==> config.mk <==
export PLATFORM = sky130hd
export DESIGN_NAME = seg7_scan_mux
export DESIGN_NICKNAME = d
export VERILOG_FILES = /design/src/rtl/seg7_pkg.sv /design/src/rtl/seg7_scan_mux_hex_to_seg7.sv /design/src/rtl/seg7_scan_mux.sv
export SDC_FILE = /design/constraint.sdc
export NUM_CORES = 1
export LEC_CHECK = 0
export CORE_MARGIN = 2
export CORE_UTILIZATION = 31
export CTS_CLUSTER_DIAMETER = 60
export DETAILED_ROUTE_END_ITERATION = 16
export GPL_TIMING_DRIVEN = 0
export PLACE_DENSITY = 0.47
export RECOVER_POWER = 50
export SLEW_MARGIN = 10
export SYNTH_ARGS = -nofsm -noshare
export SYNTH_HDL_FRONTEND = slang
export SYNTH_SLANG_ARGS = --single-unit
==> constraint.sdc <==
create_clock -name clk -period 5.3 [get_ports clk]
set_input_delay 1.59 -clock clk [delete_from_list [all_inputs] [get_ports clk]]
set_output_delay 1.59 -clock clk [all_outputs]
set_load 0.005 [all_outputs]
==> src/rtl/seg7_pkg.sv <==
// Shared constants and types for the 7-segment display path.
// Segment codes are active-low, ordered gfedcba.
package seg7_pkg;

    localparam logic [6:0] SEG_BLANK = 7'h7F;
    localparam logic [3:0] AN_OFF    = 4'hF;

    typedef logic [1:0] digit_idx_t;

    localparam logic [6:0] HEX_SEG [16] = '{
        7'h40, 7'h79, 7'h24, 7'h30,
        7'h19, 7'h12, 7'h02, 7'h78,
        7'h00, 7'h10, 7'h08, 7'h03,
        7'h46, 7'h21, 7'h06, 7'h0E
    };

endpackage

==> src/rtl/seg7_scan_mux_hex_to_seg7.sv <==
// Combinational hex nibble to active-low 7-segment decoder.
// Also used by the single-digit counter blocks.
module hex_to_seg7
    import seg7_pkg::*;
(
    input  logic [3:0] nibble,
    output logic [6:0] seg
);

    always_comb begin
        seg = HEX_SEG[nibble];
    end

endmodule

==> src/rtl/seg7_scan_mux.sv <==
// Four-digit time-multiplexed 7-segment driver with frame-coherent shadow
// registers, per-slot anode guard time and optional leading-zero blanking.
module seg7_scan_mux
    import seg7_pkg::*;
#(
    parameter int SCAN_DIV = 50000,
    parameter int GUARD    = 16,
    parameter bit BLANK_LZ = 1'b1
) (
    input  logic        clk,
    input  logic        clear_n,
    input  logic [15:0] value,
    input  logic [3:0]  dp_in,
    input  logic [3:0]  digit_en,
    output logic [3:0]  AN,
    output logic [7:0]  CA,
    output logic        frame_tick
);

    localparam int PW = $clog2(SCAN_DIV);

    logic [PW-1:0] presc_q, presc_d;
    digit_idx_t    idx_q, idx_d;
    logic [15:0]   shadow_val_q, shadow_val_d;
    logic [3:0]    shadow_dp_q, shadow_dp_d;
    logic [3:0]    shadow_en_q, shadow_en_d;
    logic          primed_q, primed_d;
    logic [3:0]    an_q, an_d;
    logic [7:0]    ca_q, ca_d;
    logic          frame_tick_q, frame_tick_d;

    logic          scan_tick;
    logic          load_evt;
    digit_idx_t    top;
    logic          blank;
    logic [3:0]    cur_nibble;
    logic [6:0]    dec_seg;

    hex_to_seg7 u_dec (
        .nibble (cur_nibble),
        .seg    (dec_seg)
    );

    always_comb begin
        scan_tick = (presc_q == PW'(SCAN_DIV - 1));
        load_evt  = !primed_q || (scan_tick && (idx_q == 2'd3));

        presc_d      = scan_tick ? '0 : presc_q + 1'b1;
        idx_d        = scan_tick ? idx_q + 2'd1 : idx_q;
        shadow_val_d = load_evt ? value    : shadow_val_q;
        shadow_dp_d  = load_evt ? dp_in    : shadow_dp_q;
        shadow_en_d  = load_evt ? digit_en : shadow_en_q;
        primed_d     = 1'b1;
        frame_tick_d = load_evt;
    end

    // Highest nonzero nibble decides which leading digits go dark; digit 0 always shows.
    always_comb begin
        top = 2'd0;
        for (int k = 1; k < 4; k++) begin
            if (shadow_val_q[4*k +: 4] != 4'h0) begin
                top = digit_idx_t'(k);
            end
        end
        blank      = BLANK_LZ && (idx_q > top);
        cur_nibble = shadow_val_q[{idx_q, 2'b00} +: 4];
    end

    always_comb begin
        if ((presc_q >= PW'(GUARD)) && shadow_en_q[idx_q]) begin
            an_d = ~(4'b0001 << idx_q);
        end else begin
            an_d = AN_OFF;
        end
        ca_d = {~shadow_dp_q[idx_q], (blank ? SEG_BLANK : dec_seg)};
    end

    always_ff @(posedge clk) begin
        if (!clear_n) begin
            presc_q      <= '0;
            idx_q        <= 2'd0;
            shadow_val_q <= 16'h0000;
            shadow_dp_q  <= 4'h0;
            shadow_en_q  <= 4'h0;
            primed_q     <= 1'b0;
            an_q         <= AN_OFF;
            ca_q         <= 8'hFF;
            frame_tick_q <= 1'b0;
        end else begin
            presc_q      <= presc_d;
            idx_q        <= idx_d;
            shadow_val_q <= shadow_val_d;
            shadow_dp_q  <= shadow_dp_d;
            shadow_en_q  <= shadow_en_d;
            primed_q     <= primed_d;
            an_q         <= an_d;
            ca_q         <= ca_d;
            frame_tick_q <= frame_tick_d;
        end
    end

    assign AN         = an_q;
    assign CA         = ca_q;
    assign frame_tick = frame_tick_q;

endmodule

==> results of run 1 <==
worst register-to-register path: stages (launching register included):
cell and delay, ps:
dfxtp_1 410, ha_1 280, nand3_2 120, or3_4 430
o21ai_0 530, clkbuf_1 440, nor2_1 100
worst min-delay path by stage:
stage / from / endpoint / slack [ps]
finish: shadow_dp_q[3] / shadow_dp_q[3] / 470
global route: shadow_dp_q[3] / shadow_dp_q[3] / 490
CTS: shadow_dp_q[3] / shadow_dp_q[3] / 470
detailed placement: shadow_dp_q[3] / shadow_dp_q[3] / 450
global placement: shadow_en_q[0] / shadow_en_q[0] / 450
floorplan: shadow_dp_q[2] / shadow_dp_q[2] / 430
power by group:
group	internal [W]	switching, W
Sequential	0.000442	0.0000112
Combinational	0.0000602	0.0000471
Clock	0.000167	0.000138
Total	0.000669	0.000196
per-layer routing:
layer  share of wire, %  wire [µm]  up-vias
met5                  0          0        -
met4                1.0         57        0
met3                2.8        159        4
met2                 46       2560       31
met1                 50       2800      938
li1                   -          -     1039
final cells by class:
type / instances / area, µm²
fillers: 869 / 4990
multi-input cells: 195 / 1380
flip-flops and latches: 56 / 1120
repair buffers: 38 / 380
well taps: 105 / 131
plain buffers: 13 / 109
clock buffers: 7 / 96.3
inverters: 16 / 60.1
clock inverters: 1 / 30.0
cells by family (layout without fill, tap and decap cells):
group / after synthesis / in the layout / synth area share, %
AOI/OAI and AO/OA: 22 / 22 / 5.63
xor gates and xnor gates: 13 / 13 / 4.27
adders and majority gates: 14 / 14 / 6.57
buffers and inverters: 29 / 75 / 6.38
DFF: 56 / 56 / 42.0
muxes: 32 / 32 / 15.3
and+or+nand+nor: 114 / 114 / 19.8
registers in the layout (all words and copies together), names as in the netlist:
signal and flops:
AN 4, CA 8, frame_tick 1, idx_q 2, presc_q 16, primed_q 1, shadow_dp_q 4, shadow_en_q 4
shadow_val_q 16
through the flow:
stage                     cell area (µm²)  std cells  setup slack (ps)  total power [W]
after floorplan                      2670        280              2870         0.000525
after global placement               3180        423              2030         0.000574
after detailed placement             3180        423              2020         0.000576
after CTS                            3310        431              2340         0.000881
after global routing                 3300        431              2060         0.000907
final                                3300        431              2280         0.000865
layout by cell type (no fill, tap or decap), drive strengths merged, types with 2 or more instances in the layout:
cell type,instances
nor2b,2
mux4,7
mux2i,25
xor2,4
buf,6
xnor2,9
clkbuf,12
nor3,6
or3,5
or3b,2
nand2b,2
ha,14
dlygate4sd3,14
a21oi,6
o21ai,5
inv,16
dlygate4sd1,2
nand4,3
or4,3
nor2,19
dfxtp,56
nand3,7
or2,2
o221ai,6
clkdlybuf4s50,24
nor4,3
nand2,59
==> results.txt, run 1 <==
status -> complete, no violations
CTS tree -> done
register area share after synthesis -> 42.0%
Worst Setup SP -> clear_n
LEAKAGE -> 1.28 nW
reg2reg start -> presc_q[0]
GPL Wtd Cong -> 0.821
grt met2 use -> 20.0%
htree depth -> 2
Syn Nets -> 320
total number of vias -> 2012
DRT Pass-1 Iters -> 4
max frequency -> 331 MHz
ys async rst share -> 0%
Routed Wire Length -> 5.58 mm
Post-Syn Area -> 2670 µm²
top post-synthesis cells by area -> dfxtp_1, mux2i_1, nand2_1
post-synth top area share -> 42.0%
vias in the first global route -> 1952
dominant synthesized flop cell -> dfxtp_1
CP Capture Point -> CA[6]
crit path DAT -> 3170 ps
# hold bufs at CTS -> 0
antenna-violating nets left -> 0
initial cell density of the core -> 32.1%
largest area contributor in the netlist -> dfxtp_1
share of cells above drive strength 1 -> 8.90%
count leader, synth -> nand2_1
WS Path Type -> in2reg
GRT Total Usage -> 12.4%
RSZ-0062 raised after global routing -> no
M3 GR Usage -> 2.53%
first-pass GRT wire length -> 9.62 mm
core area -> 8300 µm²
synth unique cells -> 39
DRC -> 0
routed len/inst -> 12.9 µm
Antenna Cells -> 0
Layout Utilization -> 39.8%
die extent in x -> 96.8 µm
FF+latch count, synth -> 56
CP Cell Sequence -> dlygate4sd3_1 -> clkbuf_1 -> inv_1 -> nor2_1 -> o221ai_1
Post-DP HPWL -> 4.26 mm
Slew headroom -> 56.8%
Final nets -> 365
Resized Gates After CTS -> 0
Worst R2R Path Depth -> 6
Slew @ Worst Pin -> 641 ps
crit share post-route -> 56.9%
Post-synth EDFFs -> 0
Yosys warning total -> 0
CP startpoint kind -> input pin
R2R setup slack -> 2880 ps
initial antenna violation count -> 0
Critical Path RT -> 5450 ps
Final min period -> 3020 ps
crit path buf inv count -> 3
GR peak layer -> met2
die area -> 9360 µm²
final slew viol count -> 0
worst ir drop on vdd -> 0.129 mV
M1 GR Usage -> 17.0%
Hold Crit Depth -> 2
Hold Vio Cnt, Final -> 0
io pins -> 39
slowest stage cell, crit path -> dlygate4sd3_1
CTS clock-pin slew for the worst setup and hold paths -> 110 ps
grt ovf -> 0
final setup fails -> 0
num rows -> 33
vias per cell -> 4.67
number of port buffers -> 38
critical-path maximum fanout -> 7
max-capacitance violation count -> 0
largest net degree at the start of global routing -> 17
CTS root buf -> clkbuf_8
Layout area overhead -> 23.9%
FF-to-FF End -> presc_q[7]
Cells after Synth -> 280
Die Span Y -> 96.8 µm
Clock Path Buffers -> 2
CP Capture Type -> flop
min-delay worst type -> reg2reg
Initial DRC Count -> 63
top cells by count, synth -> nand2_1, dfxtp_1, mux2i_1, nor2_1, inv_1
max incr delay on CP -> 540 ps
CP delay by family, top -> buffers and inverters
Worst-Skew Late Latency -> 310 ps
Power per Cell Area -> 262 nW/µm²
Sink Count -> 56
Crit path depth -> 5
syn avg cell area -> 9.53 µm²
setup TNS -> 0 ps
hold slack -> 465 ps
skew final -> 14.1 ps
Setup Fix Bufs, Post-CTS -> 0
CTS Buf Count -> 5
No activity file was read; power rests on OpenSTA's default activity.
==> run 2: changes to the inputs <==
Clock period 5.3 ns to 3.1 ns, I/O delays scaled along.
==> run 2 against run 1 <==
Compared with the run above:
- setup slack got worse by 1600 ps
- register-to-register slack got worse by 2200 ps
- combinational power rose by 68%
- power rose by 71%
- hold slack barely moved
- final cell count did not move
- die area did not move
- sequential cell count did not move
- clock skew fell by 0.82 ps
- sequential power rose by 71%
==> results.txt, run 2 (synthesis results as in run 1) <==
CTS Buf Count -> 5 (unchanged)
final setup fails -> 0 (unchanged)
number of port buffers -> 38 (unchanged)
Initial DRC Count -> 60 (was 63)
Reg area -> 1120 µm² (unchanged)
first-pass GRT wire length -> 9.62 mm (unchanged)
die area -> 9360 µm² (unchanged)
hold slack -> 465 ps (about the same)
RSZ-0062 raised after global routing -> no (unchanged)
htree depth -> 2 (unchanged)
setup TNS -> 0 ps (unchanged)
Sink Count -> 56 (unchanged)
CTS root buf -> clkbuf_8 (unchanged)
critical-path maximum fanout -> 10 (was 7)
Antenna Cells -> 0 (unchanged)
Worst-Skew Late Latency -> 310 ps (about the same)
vias per cell -> 4.67 (unchanged)
Layout area overhead -> 22.6% (was 23.9%)
most frequent CP cell -> clkbuf_1
Routed Wire Length -> 5.59 mm (was 5.58 mm)
FF-to-FF End -> shadow_val_q[6] (was presc_q[7])
num rows -> 33 (unchanged)
grt ovf -> 0 (unchanged)
core area -> 8300 µm² (unchanged)
io pins -> 39 (unchanged)
skew final -> 13.3 ps (was 14.1 ps)
commonest non-fill, non-tap cells in the layout -> nand2_1, dfxtp_1, mux2i_1 (unchanged)
CP Capture Type -> flop (unchanged)
initial antenna violation count -> 0 (unchanged)
slowest stage cell, crit path -> or3_1 (was dlygate4sd3_1)
GPL Wtd Cong -> 0.821 (unchanged)
Resized Gates After CTS -> 0 (unchanged)
min-delay worst type -> reg2reg (unchanged)
worst ir drop on vdd -> 0.220 mV (was 0.129 mV)
GRT Total Usage -> 12.4% (unchanged)
crit share post-route -> 79.3%
hold path start -> shadow_dp_q[3] (unchanged)
DRT Pass-1 Iters -> 6 (was 4)
max frequency -> 407 MHz
Hold Vio Cnt, Final -> 0 (unchanged)
hold worst-path end -> shadow_dp_q[3] (unchanged)
share of cells above drive strength 1 -> 7.67% (was 8.90%)
Die Span Y -> 96.8 µm (unchanged)
Clock Path Buffers -> 2 (unchanged)
CP Cell Sequence -> ha_1 -> nand3_1 -> or3_1 -> o21a_1 -> clkbuf_1 -> clkbuf_1 -> mux2i_1 (was dlygate4sd3_1 -> clkbuf_1 -> inv_1 -> nor2_1 -> o221ai_1)
CP startpoint kind -> flop (was input pin)
DRC -> 0 (unchanged)
routed len/inst -> 13.0 µm (was 12.9 µm)
Power per Cell Area -> 452 nW/µm² (was 262 nW/µm²)
# hold bufs at CTS -> 0 (unchanged)
Worst R2R Path Depth -> 7 (was 6)
vias in the first global route -> 1952 (unchanged)
final slew viol count -> 0 (unchanged)
R2R setup slack -> 640 ps (was 2880 ps)
antenna-violating nets left -> 0 (unchanged)
total number of vias -> 2012 (unchanged)
Critical Path RT -> 3280 ps (was 5450 ps)
WS Path Type -> reg2reg (was in2reg)
Post-DP HPWL -> 4.26 mm (unchanged)
Hold Crit Depth -> 2 (unchanged)
largest net degree at the start of global routing -> 17 (unchanged)
Filler Cell Count -> 870 (was 869)
Slew @ Worst Pin -> 715 ps (was 641 ps)
status -> complete, no violations (unchanged)
LEAKAGE -> 1.27 nW (was 1.28 nW)
initial cell density of the core -> 32.1% (unchanged)
max-capacitance violation count -> 0 (unchanged)
Setup Fix Bufs, Post-CTS -> 0 (unchanged)
die extent in x -> 96.8 µm (unchanged)
crit path DAT -> 2630 ps (was 3170 ps)
CTS tree -> done (unchanged)
CTS clock-pin slew for the worst setup and hold paths -> 100 ps (was 110 ps)
reg2reg start -> presc_q[0] (unchanged)
multi-input combinational cell area -> 1370 µm² (was 1380 µm²)
Slew headroom -> 52.3% (was 56.8%)
max incr delay on CP -> 460 ps (was 540 ps)
most common cell after layout, fill and taps aside -> nand2_1 (unchanged)
Final nets -> 365 (unchanged)
Final min period -> 2460 ps
-- run 2: changes by cell type in the layout (fill, tap and decap cells not counted), sizes merged --
| cell | previous run | this run |
|---|---|---|
| buf | 6 | 4 |
| clkbuf | 12 | 14 |
-- run 2: routing by layer --
metal  track usage (%)  vias to the layer above  wire [µm]  part of all wire (%)
met5                 0                        -          0                     0
met4              3.25                        0         57                   1.0
met3              2.53                        4        162                   2.9
met2              20.0                       30       2560                    46
met1              17.0                      940       2800                    50
li1                  -                     1038          -                     -
-- run 2: layout make-up --
cell class	instances	area share (%)
buffer	13	2.60
clock buffer	7	2.95
clock inverter	1	0.918
inverter	16	1.84
multi-input combinational	195	41.8
sequential	56	34.3
tap	105	4.02
timing repair buffer	38	11.6
-- run 2: worst max-delay path by stage --
stage | cells after the start | from | end | slack (ps)
3_5_place_dp | 5 | clear_n | CA[6] | 480
4_1_cts | 7 | idx_q[1] | CA[3] | 750
3_3_place_gp | 5 | clear_n | CA[4] | 490
2_1_floorplan | 7 | idx_q[0] | CA[3] | 1050
6_report | 7 | presc_q[0] | shadow_val_q[6] | 640
5_1_grt | 7 | presc_q[0] | shadow_val_q[8] | 420
-- run 2: through the flow --
stage	power [W]	area [µm²]	utilization, %	instances	setup WS [ps]
2_1_floorplan	0.000897	2670	-	280	1050
3_3_place_gp	0.000982	3180	38.3	423	491
3_5_place_dp	0.000984	3180	38.3	423	476
4_1_cts	0.00151	3310	39.8	431	752
5_1_grt	0.00155	3270	39.4	431	416
6_report	0.00148	3270	39.4	431	642
-- run 2: power by group --
group | switching [W] | total (W) | internal [W] | leakage (nW)
Sequential | 0.0000190 | 0.000774 | 0.000755 | 0.460
Clock | 0.000238 | 0.000524 | 0.000286 | 0.0645
Combinational | 0.0000800 | 0.000180 | 0.0000998 | 0.745
Total | 0.000337 | 0.00148 | 0.00114 | 1.27
-- run 2: critical path: cells and delay by family, from the launching register on --
family | cells | cell delay (ps)
mux | 1 | 200
flops | 1 | 410
fa+ha+maj | 1 | 270
simple gates | 2 | 600
compound gates | 1 | 210
buf+inv | 2 | 650
==> patch (flow settings as in run 1) <==
Put one more register stage on the output `frame_tick`. The value now appears one clock later. The other outputs are not delayed to match.
--- a/src/rtl/seg7_scan_mux.sv
+++ b/src/rtl/seg7_scan_mux.sv
@@ -103,3 +103,5 @@
     assign CA         = ca_q;
-    assign frame_tick = frame_tick_q;
+    always_ff @(posedge clk) begin
+        frame_tick <= frame_tick_q;
+    end
 
Function: changed (Yosys sat finds a counterexample within 4 cycles, from zero or initial values).
==> patch against run 1 <==
Non-clock buffer count unchanged; register-to-register slack worse by 0.05 ns; worst setup slack better by 0.037 ns; first-iteration DRC count up 9.5%; fmax up 1.2%; via count up 2.7%; count of clock-buffer cells in the layout up 2; sequential cell count up 1; total power up 18%; area after synthesis up 0.75%; final area up 3.4%; utilization up 1.4 points; wire length up 2.2%; die area up 0.71%; critical endpoint unchanged; highest routed layer unchanged.
==> patch: results (changes against run 1) <==
The flow ran to the end, and the final reports show no timing, DRC or antenna violations. The post-cts repair resize count was 0 (unchanged). For the worst IR drop on VDD, the log shows 120 µV (was 129 µV). The clock insertion delay at the later pin of the skew report came out at 0.33 ns (was 0.31 ns).

The run gives 12 (was 17) as the maximum number of pins on one net before global-route repair. The net count after synthesis is 321 (was 320), and the global-route wire length before repair is 9830 µm (was 9620 µm). The maximum clock skew at final layout is 0.0134 ns (was 0.0141 ns), and the global placement routability congestion is 0.760 (was 0.821). The run gives 4 (unchanged) as the iteration count of the initial detailed-routing pass. Violation count after the first detailed-route iteration: 69 (was 63). Total global routing track utilization: 13.1% (was 12.4%). The logs give 3200 µm² (was 3180 µm²) for the cell area reported after detailed placement and 3.15 ns (was 3.17 ns) for the arrival time of data at the critical path endpoint. The number of global-route vias before repair is 2,047 (was 1,952).

HPWL reported at the end of detailed placement: 4320 µm (was 4260 µm). The number of buffers added by the clock tree synthesis step is 9 (was 5), and the clock transition at the register clock pins on the worst setup and hold paths after CTS is 0.06 ns (was 0.11 ns). The classification of the worst-slack hold path is register to register (unchanged). On the worst path, the slowest cell contributes a delay of 0.55 ns. The logs give 42.5% (was 42.0%) for the sequential element share of the synthesized area and 5700 µm (was 5580 µm) for the post-detailed-routing wire length. The tools report the synthesized instance count as 281 (was 280). The cell family with the largest share of critical-path delay was buffers and inverters (unchanged). The run gives 424 (was 423) as the cell total after placement. The cell leakage power was 1.33 nW (was 1.28 nW); the placement-stage worst setup slack was 2.00 ns (was 2.02 ns). The fraction of layout instances using a drive strength above 1 came out at 11.0% (was 8.90%). The async set-or-reset flop fraction in the synthesized netlist came out at 0% (unchanged). The final antenna diode count is 0 (unchanged), and the count of cells along the worst hold path is 0 (was 2). Slew at the pin closest to its max-slew limit: 0.766 ns (was 0.641 ns). The buffer cell driving the clock tree root was clkbuf_8 (unchanged). The run gives 440 (was 431) as the post-route non-filler standard cell count.

The initial antenna violation count was 0 (unchanged). The unique cell type count in the Yosys netlist is 39 (unchanged), and the total number of yosys warnings is 0 (unchanged). Top fanout value on the critical path: 7 (unchanged). The maximum clock insertion buffer count is 2 (unchanged).

For the post-CTS repair timing setup buffer count, the log shows 0 (unchanged). The number of nets in the layout came out at 370 (was 365). Top cells by area, synth: dfxtp_1 (42%), mux2i_1 (9.3%), nand2_1 (8.2%), ha_1 (6.5%), mux4_2 (5.9%) (was dfxtp_1 (42%), mux2i_1 (9.4%), nand2_1 (8.3%), ha_1 (6.6%), mux4_2 (5.9%)). The average via count per standard cell was 4.70 (was 4.67); the CTS H-tree depth was 3 (was 2). Top post-synthesis cells by count: nand2_1 (59), dfxtp_1 (57), mux2i_1 (25) (was nand2_1 (59), dfxtp_1 (56), mux2i_1 (25)). Count of cells along the worst register-to-register path: 6 (unchanged). Number of port buffers: 38 (unchanged).
## patch: cell count changes after synthesis
cell     change
dfxtp_1      +1
## patch: worst paths after layout
check | from | to | slack (ns)
setup / recovery | clear_n | CA[6] | 2.32
hold / removal | frame_tick_q | frame_tick | 0.33
setup reg to reg | presc_q[0] | presc_q[6] | 2.83
hold reg to reg | frame_tick_q | frame_tick | 0.33
## patch: worst reg2reg max path: stages (launching register included)
cell and delay (ns):
dfxtp_1 0.39, ha_1 0.27, nand3_2 0.12, or3_4 0.43, o21ai_0 0.62, clkbuf_1 0.42
nor2_1 0.10
## patch: layer usage
metal / vias to the layer above / track usage (%) / routed length [µm]
li1: 1061 / - / -
met1: 971 / 17.0 / 2840
met2: 30 / 20.5 / 2630
met3: 4 / 4.53 / 182
met4: 0 / 3.90 / 47
met5: - / 0 / 0
## patch: cells by family after synthesis
group / Yosys count / synth area share (%)
muxes: 32 / 15.2
adders and majority gates: 14 / 6.52
and+or+nand+nor: 114 / 19.7
xor gates and xnor gates: 13 / 4.24
DFF: 57 / 42.5
buffers and inverters: 29 / 6.33
AOI/OAI and AO/OA: 22 / 5.59
## patch: cell type report
class	instances	area, µm²
Clock inverter	7	95.1
Buffer	13	109
Fill cell	808	4880
Multi-Input combinational cell	195	1380
Timing Repair Buffer	38	380
Clock buffer	9	124
Inverter	16	60.1
Sequential cell	57	1140
Tap cell	105	131
## patch: report_power, final
part,internal (W),switching [W]
registers,0.000450,0.0000117
clock network,0.000263,0.000186
logic,0.0000601,0.0000470
total,0.000773,0.000244
